$ cat src/rtl/parity_types_pkg.sv
// Parity selection shared by the UART receive path (uart_frame_rx, parity_check).
package parity_types_pkg;

  typedef enum logic [2:0] {
    EVEN  = 3'd0,
    ODD   = 3'd1,
    MARK  = 3'd2,
    SPACE = 3'd3,
    NONE  = 3'd4
  } parity_t;

endpackage

$ cat src/rtl/uart_frame_rx.sv
// UART frame receiver: oversampled start/data/parity/stop deserializer with valid/ready output.
// Optional UART_RX_GLITCH_FILTER_EN: 2-of-3 majority vote around each bit centre.
module uart_frame_rx #(
  parameter int unsigned BITWIDTH   = 8,
  parameter int unsigned OVERSAMPLE = 16,
  parameter int unsigned STOP_BITS  = 1
) (
  input  logic                      clk,
  input  logic                      rst,
  input  logic                      sampleTick,
  input  logic                      rxIn,
  input  parity_types_pkg::parity_t parityType,
  output logic [BITWIDTH:0]         frameOut,
  output logic                      frameValid,
  input  logic                      frameReady,
  output logic                      framingError,
  output logic                      overrunError,
  output logic                      busy
);

  localparam int unsigned TICK_W    = (OVERSAMPLE > 2) ? $clog2(OVERSAMPLE) : 1;
  localparam int unsigned BIT_W     = $clog2(BITWIDTH);
  localparam int unsigned MID_TICK  = OVERSAMPLE / 2 - 1;
  localparam int unsigned LAST_TICK = OVERSAMPLE - 1;
`ifdef UART_RX_GLITCH_FILTER_EN
  localparam int unsigned DEC_TICK  = MID_TICK + 1;
`else
  localparam int unsigned DEC_TICK  = MID_TICK;
`endif

  localparam logic [2:0] S_IDLE   = 3'd0;
  localparam logic [2:0] S_START  = 3'd1;
  localparam logic [2:0] S_DATA   = 3'd2;
  localparam logic [2:0] S_PARITY = 3'd3;
  localparam logic [2:0] S_STOP   = 3'd4;

  logic                      r_sync1;
  logic                      r_sync2;
  logic                      r_sync_prev;
  logic [2:0]                r_state;
  logic [TICK_W-1:0]         r_tick_cnt;
  logic [BIT_W-1:0]          r_bit_cnt;
  logic [BITWIDTH-1:0]       r_data;
  logic                      r_par;
  parity_types_pkg::parity_t r_par_lat;
  logic                      r_stop_bad;

  logic [2:0]                w_state_nxt;
  logic [TICK_W-1:0]         w_tick_nxt;
  logic [BIT_W-1:0]          w_bit_nxt;
  logic [BITWIDTH-1:0]       w_data_nxt;
  logic                      w_par_nxt;
  parity_types_pkg::parity_t w_lat_nxt;
  logic                      w_stop_bad_nxt;
  logic                      w_done;
  logic                      w_frame_err;
  logic [TICK_W-1:0]         w_target;
  logic                      w_sample;
  logic                      w_bit;

  // Bit value presented at the decision tick
`ifdef UART_RX_GLITCH_FILTER_EN
  logic [1:0] r_hist;

  always_ff @(posedge clk) begin
    if (rst) begin
      r_hist <= 2'b11;
    end else if (sampleTick) begin
      r_hist <= {r_hist[0], r_sync2};
    end
  end

  assign w_bit = (r_hist[1] & r_hist[0]) | (r_hist[1] & r_sync2) | (r_hist[0] & r_sync2);
`else
  assign w_bit = r_sync2;
`endif

  // Start bit decides at the bit centre; later bits one full bit period after the previous decision
  assign w_target = (r_state == S_START) ? TICK_W'(DEC_TICK) : TICK_W'(LAST_TICK);
  assign w_sample = sampleTick && (r_tick_cnt == w_target);

  always_comb begin
    w_state_nxt    = r_state;
    w_tick_nxt     = r_tick_cnt;
    w_bit_nxt      = r_bit_cnt;
    w_data_nxt     = r_data;
    w_par_nxt      = r_par;
    w_lat_nxt      = r_par_lat;
    w_stop_bad_nxt = r_stop_bad;
    w_done         = 1'b0;
    w_frame_err    = 1'b0;

    if ((r_state != S_IDLE) && sampleTick) begin
      w_tick_nxt = w_sample ? '0 : r_tick_cnt + 1'b1;
    end

    case (r_state)
      S_IDLE: begin
        if (r_sync_prev && !r_sync2) begin
          w_lat_nxt      = parityType;
          w_tick_nxt     = '0;
          w_bit_nxt      = '0;
          w_par_nxt      = 1'b0;
          w_stop_bad_nxt = 1'b0;
          w_state_nxt    = S_START;
        end
      end
      S_START: begin
        if (w_sample) begin
          w_state_nxt = w_bit ? S_IDLE : S_DATA;
        end
      end
      S_DATA: begin
        if (w_sample) begin
          w_data_nxt = {w_bit, r_data[BITWIDTH-1:1]};
          if (r_bit_cnt == BIT_W'(BITWIDTH - 1)) begin
            w_bit_nxt   = '0;
            w_state_nxt = (r_par_lat == parity_types_pkg::NONE) ? S_STOP : S_PARITY;
          end else begin
            w_bit_nxt = r_bit_cnt + 1'b1;
          end
        end
      end
      S_PARITY: begin
        if (w_sample) begin
          w_par_nxt   = w_bit;
          w_state_nxt = S_STOP;
        end
      end
      S_STOP: begin
        if (w_sample) begin
          w_stop_bad_nxt = r_stop_bad | ~w_bit;
          if (r_bit_cnt == BIT_W'(STOP_BITS - 1)) begin
            w_bit_nxt   = '0;
            w_state_nxt = S_IDLE;
            w_frame_err = w_stop_bad_nxt;
            w_done      = ~w_stop_bad_nxt;
          end else begin
            w_bit_nxt = r_bit_cnt + 1'b1;
          end
        end
      end
      default: begin
        w_state_nxt = S_IDLE;
      end
    endcase
  end

  always_ff @(posedge clk) begin
    if (rst) begin
      r_sync1      <= 1'b1;
      r_sync2      <= 1'b1;
      r_sync_prev  <= 1'b1;
      r_state      <= S_IDLE;
      r_tick_cnt   <= '0;
      r_bit_cnt    <= '0;
      r_data       <= '0;
      r_par        <= 1'b0;
      r_par_lat    <= parity_types_pkg::NONE;
      r_stop_bad   <= 1'b0;
      frameOut     <= '0;
      frameValid   <= 1'b0;
      framingError <= 1'b0;
      overrunError <= 1'b0;
      busy         <= 1'b0;
    end else begin
      r_sync1      <= rxIn;
      r_sync2      <= r_sync1;
      r_sync_prev  <= r_sync2;
      r_state      <= w_state_nxt;
      r_tick_cnt   <= w_tick_nxt;
      r_bit_cnt    <= w_bit_nxt;
      r_data       <= w_data_nxt;
      r_par        <= w_par_nxt;
      r_par_lat    <= w_lat_nxt;
      r_stop_bad   <= w_stop_bad_nxt;
      framingError <= w_frame_err;
      overrunError <= w_done & frameValid & ~frameReady;
      busy         <= (w_state_nxt != S_IDLE);
      // A completing frame may replace the held one only when that one is leaving this cycle
      if (w_done && (!frameValid || frameReady)) begin
        frameOut   <= {r_data, r_par};
        frameValid <= 1'b1;
      end else if (frameValid && frameReady) begin
        frameValid <= 1'b0;
      end
    end
  end

endmodule
$ cat config.mk
export PLATFORM = sky130hd
export DESIGN_NAME = uart_frame_rx
export DESIGN_NICKNAME = d
export VERILOG_FILES = /design/src/rtl/parity_types_pkg.sv /design/src/rtl/uart_frame_rx.sv
export SDC_FILE = /design/constraint.sdc
export NUM_CORES = 1
export LEC_CHECK = 0
export CAP_MARGIN = 30
export CORE_MARGIN = 1.5
export CORE_UTILIZATION = 52
export DETAILED_ROUTE_END_ITERATION = 8
export PLACE_DENSITY = 0.82
export SLEW_MARGIN = 20
export SYNTH_ARGS = -nofsm -noshare
export SYNTH_HDL_FRONTEND = slang
export SYNTH_SLANG_ARGS = --single-unit
$ cat constraint.sdc
create_clock -name clk -period 2.6 [get_ports clk]
set_input_delay 0.39 -clock clk [delete_from_list [all_inputs] [get_ports clk]]
set_output_delay 0.39 -clock clk [all_outputs]
set_load 0.03 [all_outputs]
---- After elaboration in Yosys (flattened, before gate mapping) ----
Cells that the tools add are included.
word-level totals
  bits in registers ....................... 39
  bits of input ports ..................... 8
  output and inout port bits .............. 13
  logic and storage cells ................. 90
cells by class
  add/subtract/negate cells ............... 2
  equality and inequality tests ........... 11
  mux-type cells .......................... 31
  bitwise gates (word level) .............. 9
  reduce and logical (&&, ||, !) cells .... 22
operators with widths
  operator                                        count
  two-way mux 3 bit                               13
  two-way mux 4 bit                               5
  case mux 3 bit (5 select lines)                 1
  == test 3 bit (second input constant)           3
  case mux 3 bit (3 select lines)                 1
  nonzero test 3 bit                              3
  two-way mux 1 bit                               8
  inequality test 2 bit (second input constant)   4
  == test 3 x 2 -> 1 bit (second input constant)  2
  zero test 3 bit                                 2
  inverter 1 bit                                  6
  AND reduction 3 bit                             2
  nonzero test 2 bit                              3
  logical AND 1 bit                               5
  adder 4 x 1 -> 4 bit (second input constant)    1
  == test 4 bit                                   1
  case mux 1 bit (2 select lines)                 2
  AND reduction 2 bit                             2
  AND reduction 4 bit                             1
  OR reduction 4 bit                              1
  adder 3 x 1 -> 3 bit (second input constant)    1
  == test 3 x 1 -> 1 bit (second input constant)  1
  AND 1 bit                                       2
  zero test 1 bit                                 2
  3 further kinds                                 3

---- Depth between registers and ports, before layout ----
Gate-level depths: netlist of run 1.
  depth in word-level cells ............... 8
  depth in mapped cells ................... 8
  mapped depth without buffers ............ 7

---- Least setup slack after synthesis of run 1 ----
Ideal clock, no wire load.
  path kind ............................... register to register
  start point ............................. register r_tick_cnt[0]
  end point ............................... register r_tick_cnt[3]
  setup time .............................. 0.080 ns
  arrival time ............................ 1.550 ns
  data required time ...................... 2.520 ns
  setup slack ............................. 0.970 ns
  cell stages (with the launch flop) ...... 6
  path buffers ............................ 0
  clock period less this slack ............ 1.630 ns
  cell sequence ........................... dfxtp_1 -> ha_1 -> nand4_1 -> mux2i_1 -> or4_1 -> a211oi_2
on the way
  word-level cells in the longest chain between the ends .. 6
  elaborated cells between the ends (all ways) .. 7
  classes of those cells .................. 1 x add/sub; 1 x eq/ne; 4 x mux; 1 x reduce/logical
ends and longest elaborated chain
  what                                                                          line                  source
  from (decl)                                                                   uart_frame_rx.sv:41   logic [TICK_W-1:0] r_tick_cnt;
  from (signal assigned)                                                        uart_frame_rx.sv:171  r_tick_cnt <= w_tick_nxt;
  parallel branches: the longest is 2 deep, another holds adder 4 x 1 -> 4 bit  n/a
  two-way mux 4 bit *                                                           uart_frame_rx.sv:94   w_tick_nxt = w_sample ? '0 : r_tick_cnt + 1'b1;
  two-way mux 4 bit *                                                           uart_frame_rx.sv:93   if ((r_state != S_IDLE) && sampleTick) begin
  two-way mux 4 bit                                                             uart_frame_rx.sv:99   if (r_sync_prev && !r_sync2) begin
  two-way mux 4 bit *                                                           uart_frame_rx.sv:97   case (r_state)
Mark *: on every way between the ends.
A chain may end at the register's enable or synchronous reset.

---- Worst setup path in the final report of run 1 ----
  start point ............................. register r_state[0]
  end point ............................... register framingError
on the way
  word-level cells in the longest chain between the ends .. 6
  elaborated cells between the ends (all ways) .. 8
  classes of those cells .................. 3 x eq/ne; 1 x mux; 2 x bitwise; 2 x reduce/logical
ends and longest elaborated chain
  what                                   line                  source
  from (decl)                            uart_frame_rx.sv:40   logic [2:0] r_state;
  from (signal assigned)                 uart_frame_rx.sv:170  r_state <= w_state_nxt;
  == test 3 x 1 -> 1 bit                 uart_frame_rx.sv:79   assign w_target = (r_state == S_START) ? TICK_W'(DEC_TICK) : TICK_W'(LAST_TICK);
  two-way mux 4 bit                      uart_frame_rx.sv:79
  == test 4 bit                          uart_frame_rx.sv:80   assign w_sample = sampleTick && (r_tick_cnt == w_target);
  logical AND 1 bit                      uart_frame_rx.sv:80
  inverter 1 bit (no source line)        n/a
  OR reduction 4 bit (no source line) *  n/a
  to (signal assigned)                   uart_frame_rx.sv:177  framingError <= w_frame_err;
  to (decl)                              uart_frame_rx.sv:16   output logic framingError,
Every way passes the cells marked *; elsewhere a longest branch is shown, timed or not.

==> summary.txt, run 1 <==
Status
  • Status: complete, no violations

Yosys
  • Post-synthesis sequential area ratio: ~47%
  • Fraction of registers with async set/reset: 0%
  • Count of state elements after synthesis: 39
  • Synth Instances: approximately 190
  • Avg Inst Size Synth: around 9 sq um
  • Post-Syn Nets: approximately 200
  • Post-Syn Area: approximately 1700 sq um
  • Yosys cell types: 36
  • Main synth FF type: dfxtp_1
  • YS warnings: 0
  • Number of synthesized flops with an enable pin: 0

Worst setup path
  • R2r endpoint: framingError
  • Worst R2R Start: r_state[0]
  • Crit path kind: reg -> reg
  • Data required, critical path: ~2.8 ns
  • CP max FO: 13
  • R2R setup slack: 0.65 ns
  • Critical path arrival: 2.18 ns
  • Worst r2r path cells: 4
  • Setup crit end kind: flop
  • CP Launch Type: flop

Timing
  • Setup_tns: 0 ns
  • Least-Margin Pin Slew: between 0.7 and 0.8 ns
  • Final setup fails: 0
  • Final period util: between 70% and 80%
  • Unrepaired setup endpoints after global routing: no
  • Hold Vio Cnt, Final: 0
  • Clk_skew: 0.0113 ns
  • Tmin final: roughly 1.9 ns
  • Fmax: about 0.51 GHz
  • Relative slew slack: about 47%
  • Slew Limit Fails: 0

GRT
  • Congestion Overflow GR: 0
  • Number of global-route vias before repair: ~1300
  • First-pass GRT wire length: between 5000 and 6000 microns
  • Pin count of the biggest net entering global routing: 23
  • Initial antenna violation count: 0
  • Global Route Usage Sum: between 20% and 30%

Worst hold path
  • Hold Crit Endpoint: r_sync2
  • Worst Hold Depth: 1
  • Hold Crit Start: r_sync1
  • Hold WC Path Type: reg -> reg

Layout
  • Nets: ~220
  • Fill count: ~250
  • Fraction of layout cells with a size suffix above 1: between 8 and 9%
  • Antenna Cells: 0
  • Layout Area Growth over Synthesis: 18.5%

Clocking
  • Root buffer cell: clkbuf_4
  • TritonCTS clock tree: built
  • CTS clk-pin slew, worst paths: approximately 0.12 ns
  • Clk_lat worst skew: about 0.36 ns
  • Hold Buf Count CTS: 0
  • CTS resizes: 0
  • CTS buffer count: 5
  • H-tree depth: 2
  • Setup Buffers After CTS: 0
  • Max Root-Sink Buffers: 2
  • TritonCTS Sinks: 39

Detailed routing
  • Avg WL per Cell: 12.8 microns
  • Iter 0 DRT Violations: 57
  • ANT nets after route: 0
  • Via density: around 5.5
  • Residual DRC: 0
  • First-pass iteration count of the detailed router: 4
  • Via count: about 1400
  • DRT Wirelength: 3220 microns

Floorplan
  • FP Rows: 20
  • Die Height: around 60 microns
  • I/O pins: 21
  • Starting Density: about 55%
  • Core area: between 3000 and 4000 sq um
  • Die area: ~3600 sq um
  • DIE WIDTH: between 50 and 60 microns

Placed design
  • Detailed placement HPWL: approximately 2200 microns
  • Routability cong.: 0.891
  • # port buffers: 20

Power and ir drop
  • Peak VDD IR: ~0.33 mV
  • Static leakage: around 0.75 nW
  • Pwr Density: approximately 500 nW/um^2
  • PnR Total Power: 0.989 mW

Job
  • Max-cap viol count: 0
==> logic make-up after synthesis <==
group / Yosys count / share of synthesized area [%]
and+or+nand+nor: 83 / 26.8
DFF: 39 / 46.8
AOI/OAI and AO/OA: 29 / 10.5
buffers and inverters: 16 / 3.97
muxes: 14 / 8.40
adders and majority gates: 4 / 3.00
xor gates and xnor gates: 1 / 0.525
==> power breakdown <==
| part | total, mW | internal (mW) | switching (mW) |
|---|---|---|---|
| logic | 0.0466 | 0.0230 | 0.0236 |
| clock network | 0.334 | 0.134 | 0.200 |
| registers | 0.609 | 0.603 | 0.00543 |
==> placed cells by master, fill, tap and decap left out, types with 2 or more instances in the layout <==
cell type,synthesis,final
nor3_1,7,7
o21ai_0,5,5
nor2_1,18,18
nand4_1,3,3
clkbuf_4,0,5
mux2i_1,14,14
nand2_1,12,12
ha_1,4,4
nand2b_1,5,5
nor4_1,2,2
a21oi_1,14,14
nor2b_1,7,7
buf_4,0,5
o31ai_1,2,2
inv_1,5,5
dfxtp_1,39,39
nand3b_1,2,2
nor3b_1,5,5
clkdlybuf4s50_1,0,20
nand3_1,12,12
or2_2,3,3
==> worst max path at each step <==
stage | from | end | slack (ns)
final | r_state[0] | framingError | 0.65
after global routing | r_state[0] | busy | 0.52
after CTS | r_state[0] | framingError | 0.70
after detailed placement | sampleTick | framingError | 0.52
after global placement | sampleTick | r_tick_cnt[3] | 0.60
after floorplan | r_tick_cnt[0] | r_tick_cnt[3] | 0.97
==> layer usage <==
layer  wire (microns)  GRT usage, %  vias to the layer above
met5                0             0                        -
met4               57          8.57                        0
met3              161          7.79                        6
met2             1530          34.5                       39
met1             1470          26.2                      634
li1                 -             -                      696
==> area by class of cell <==
| cell class | count | area [sq um] | area share [%] |
|---|---|---|---|
| Clock buffer | 7 | 55.1 | 2.78 |
| Clock inverter | 1 | 8.76 | 0.443 |
| Inverter | 5 | 18.8 | 0.949 |
| Multi-Input combinational cell | 131 | 822 | 41.6 |
| Sequential cell | 39 | 781 | 39.5 |
| Tap cell | 44 | 55.1 | 2.78 |
| Timing Repair Buffer | 25 | 238 | 12.0 |
==> metrics by stage <==
step / util, % / hold slack (ns) / area, sq um / cells / setup WS, ns
2_1_floorplan: - / 0.389 / 1670 / 186 / 0.970
3_3_place_gp: 62.7 / 0.394 / 1910 / 244 / 0.604
3_5_place_dp: 62.7 / 0.397 / 1910 / 244 / 0.520
4_1_cts: 64.8 / 0.425 / 1980 / 252 / 0.701
5_1_grt: 64.8 / 0.440 / 1980 / 252 / 0.520
6_report: 64.8 / 0.423 / 1980 / 252 / 0.653
==> worst max-delay path: stages, from the launching register on <==
cell and delay, ns:
dfxtp_1 0.59, nor3b_2 0.26, mux2i_1 0.48, nand2_1 0.17
nor4_1 0.34
==> registers in the layout (all words and copies together) (netlist names) <==
name / cells
frameOut: 9
r_data: 8
r_tick_cnt: 4
r_bit_cnt: 3
r_par_lat: 3
r_state: 3
busy: 1
frameValid: 1
framingError: 1
overrunError: 1
r_par: 1
r_stop_bad: 1
r_sync1: 1
r_sync2: 1
r_sync_prev: 1
==> Yosys cell counts (2+ instances only) <==
cell type	number	share of area (%)
nand3b_1	2	0.90
o21ai_0	5	1.5
buf_2	5	1.5
nand4_1	3	1.1
nor3b_1	5	2.2
a21oi_1	14	4.2
mux2i_1	14	8.4
nor4_1	2	0.75
ha_1	4	3.0
clkbuf_1	6	1.3
nand3_1	12	3.6
o31ai_1	2	0.90
nor2_1	18	4.0
dfxtp_1	39	47
nand2b_1	5	1.9
inv_1	5	1.1
nor2b_1	7	2.6
nor3_1	7	2.1
or2_2	3	1.1
nand2_1	12	2.7
(Power assumes the default switching activity.)
==> run 2: changes to the inputs <==
==> constraint.sdc (replaced) <==
create_clock -name clk -period 1.9 [get_ports clk]
set_input_delay 0.285 -clock clk [delete_from_list [all_inputs] [get_ports clk]]
set_output_delay 0.285 -clock clk [all_outputs]
set_load 0.03 [all_outputs]
==> run 2 against run 1 <==
Non-clock buffer count increased by 5. Hold slack got worse by 0.0015 ns. Routed wire length rose by 6.2%. Final cell count up 2.0%. Critical path type unchanged. Largest power group unchanged.
==> summary.txt, run 2 (same netlist as run 1, synthesis figures left out) <==
Floorplan
  • DIE WIDTH: 59.7 microns (unchanged)
  • FP Rows: 20 (unchanged)
  • I/O pins: 21 (unchanged)
  • Die area: 3560 sq um (unchanged)
  • Die Height: 59.7 microns (unchanged)
  • Core area: 3050 sq um (unchanged)
  • Starting Density: 54.7% (unchanged)

Worst setup path
  • Crit path kind: reg -> reg
  • CP Launch Type: flop
  • Worst r2r path cells: 4 (unchanged)
  • R2R setup slack: 0.12 ns (-0.53 ns)
  • R2r endpoint: r_tick_cnt[3]
  • Critical path arrival: 2.06 ns (-0.12 ns)
  • Setup crit end kind: flop
  • Data required, critical path: 2.18 ns (-0.65 ns)
  • Worst R2R Start: r_state[2]
  • CP max FO: 12 (-1)

Detailed routing
  • Residual DRC: 0 (unchanged)
  • DRT Wirelength: 3420 microns (+6.2%)
  • Avg WL per Cell: 13.3 microns (+4.1%)
  • Via density: 5.52 (+1.2%)
  • Via count: 1419 (+3.2%)
  • Iter 0 DRT Violations: 61 (+7.0%)
  • First-pass iteration count of the detailed router: 4 (unchanged)
  • ANT nets after route: 0 (unchanged)

Status
  • Status: complete, no violations

Placed design
  • Detailed placement HPWL: 2390 microns (+7.4%)
  • Routability cong.: 0.815 (-8.5%)
  • # port buffers: 20 (unchanged)
  • Dpl cells: 249 (+2.0%)
  • Post-place instance area: 1960 sq um (+2.6%)

Timing
  • Tmin final: 1.78 ns (-0.167 ns)
  • Hold_ws: 0.422 ns (-0.00152 ns)
  • Clk_skew: 0.00672 ns (-0.00462 ns)
  • Slew Limit Fails: 0 (unchanged)
  • Relative slew slack: 68.9% (+22 points)
  • Final period util: 93.7% (+19 points)
  • Unrepaired setup endpoints after global routing: no
  • Least-Margin Pin Slew: 0.465 ns (-0.322 ns)
  • Final setup fails: 0 (unchanged)
  • Hold Vio Cnt, Final: 0 (unchanged)
  • Fmax: 0.562 GHz (+9.4%)

Clocking
  • CTS clk-pin slew, worst paths: 0.11 ns (about the same)
  • Max Root-Sink Buffers: 2 (unchanged)
  • TritonCTS clock tree: built
  • Clk_lat worst skew: 0.35 ns (about the same)
  • Root buffer cell: clkbuf_4
  • CTS buffer count: 5 (unchanged)
  • Hold Buf Count CTS: 0 (unchanged)
  • TritonCTS Sinks: 39 (unchanged)
  • H-tree depth: 2 (unchanged)

Power and ir drop
  • Pwr Density: 648 nW/um^2 (+30%)
  • Static leakage: 0.775 nW (+2.7%)
  • Peak VDD IR: 0.579 mV (+76%)
  • PnR Total Power: 1.32 mW (+33%)

Layout
  • Most common cell after layout, fill and taps aside: dfxtp_1
  • Layout Area Growth over Synthesis: 21.8%
  • Max reg flops: 9 (unchanged)
  • Antenna Cells: 0 (unchanged)
  • Core Util, Final: 66.6% (+1.8 points)
  • Design area: 2030 sq um (+2.8%)
  • Layout Cells excl Fill: 257 (+2.0%)
  • Commonest cells after routing, fill and taps aside: 39 x dfxtp_1, 20 x clkdlybuf4s50_1, 18 x nor2_1, 14 x a21oi_1, 13 x mux2i_1
  • Fill count: 264 (+4.8%)
  • Fraction of layout cells with a size suffix above 1: 11.3% (+3.1 points)
  • Nets: 224 (+2.3%)
  • Top Registers: frameOut: 9 flops, r_data: 8 flops, r_tick_cnt: 4 flops
  • Largest Register: frameOut

GRT
  • Congestion Overflow GR: 0 (unchanged)
  • First-pass GRT wire length: 5780 microns (+3.2%)
  • Initial antenna violation count: 0 (unchanged)
  • Number of global-route vias before repair: 1348 (+7.8%)
  • Pin count of the biggest net entering global routing: 38 (+65%)
  • Global Route Usage Sum: 21.8% (+0.24 points)

Worst hold path
  • Hold Crit Start: r_sync1
  • Hold Crit Endpoint: r_sync2
  • Worst Hold Depth: 1 (unchanged)
  • Hold WC Path Type: reg -> reg

Job
  • Max-cap viol count: 0 (unchanged)
==> run 2: timing repair <==
item	CTS	global route
setup endpoints to repair	0	5
buffers inserted	0	0
gates resized for setup	0	3
==> run 2: final cells by class <==
| class | instances | area [sq um] | share of cell area [%] |
|---|---|---|---|
| Multi-Input combinational cell | 131 | 837 | 41.2 |
| Sequential cell | 39 | 781 | 38.4 |
| Tap cell | 44 | 55.1 | 2.71 |
| Timing Repair Buffer | 30 | 288 | 14.2 |
| Clock buffer | 6 | 41.3 | 2.03 |
| Clock inverter | 2 | 12.5 | 0.615 |
| Inverter | 5 | 18.8 | 0.923 |
==> run 2: how the worst max path moves through the flow <==
stage | endpoint | depth (start not counted) | slack, ns | from
after floorplan | r_tick_cnt[3] | 5 | 0.27 | r_tick_cnt[0]
after global placement | r_tick_cnt[3] | 5 | 0.05 | sampleTick
after detailed placement | busy | 6 | -0.12 | sampleTick
after CTS | busy | 6 | 0.07 | r_tick_cnt[0]
after global routing | busy | 5 | 0.008 | r_state[2]
final | r_tick_cnt[3] | 4 | 0.12 | r_state[2]
==> run 2: through the flow <==
stage	setup WS [ns]	TNS (ns)
CTS	0.0675	0
detailed placement	-0.116	-0.243
floorplan	0.270	0
global placement	0.0499	0
global route	0.00831	0
finish	0.119	0
==> run 2: metal layers <==
| layer | track usage [%] | share of wire (%) | routed length [microns] |
|---|---|---|---|
| met1 | 25.9 | 43 | 1470 |
| met2 | 35.6 | 48 | 1650 |
| met3 | 4.76 | 5.1 | 175 |
| met4 | 13.3 | 3.6 | 123 |
| met5 | 0 | 0 | 0 |
==> run 2: critical path, stage by stage (launching register included) <==
cell and delay (ns):
dfxtp_1 0.58, nor3b_2 0.13, mux2i_4 0.23, or4_1 0.55
a211oi_2 0.22
==> run 2: power breakdown <==
| part | switching, mW | internal (mW) | total [mW] |
|---|---|---|---|
| Combinational | 0.0369 | 0.0380 | 0.0750 |
| Clock | 0.269 | 0.143 | 0.412 |
| Sequential | 0.00479 | 0.825 | 0.830 |
==> run 3: changes to the inputs <==
--- a/config.mk
+++ b/config.mk
@@ -10,7 +10,6 @@
 export CORE_UTILIZATION = 52
 export DETAILED_ROUTE_END_ITERATION = 8
 export PLACE_DENSITY = 0.82
-export SLEW_MARGIN = 20
 export SYNTH_ARGS = -nofsm -noshare
 export SYNTH_HDL_FRONTEND = slang
 export SYNTH_SLANG_ARGS = --single-unit
==> results of run 3 <==
No change in the layout: final DEF, timing and power equal those of run 2.
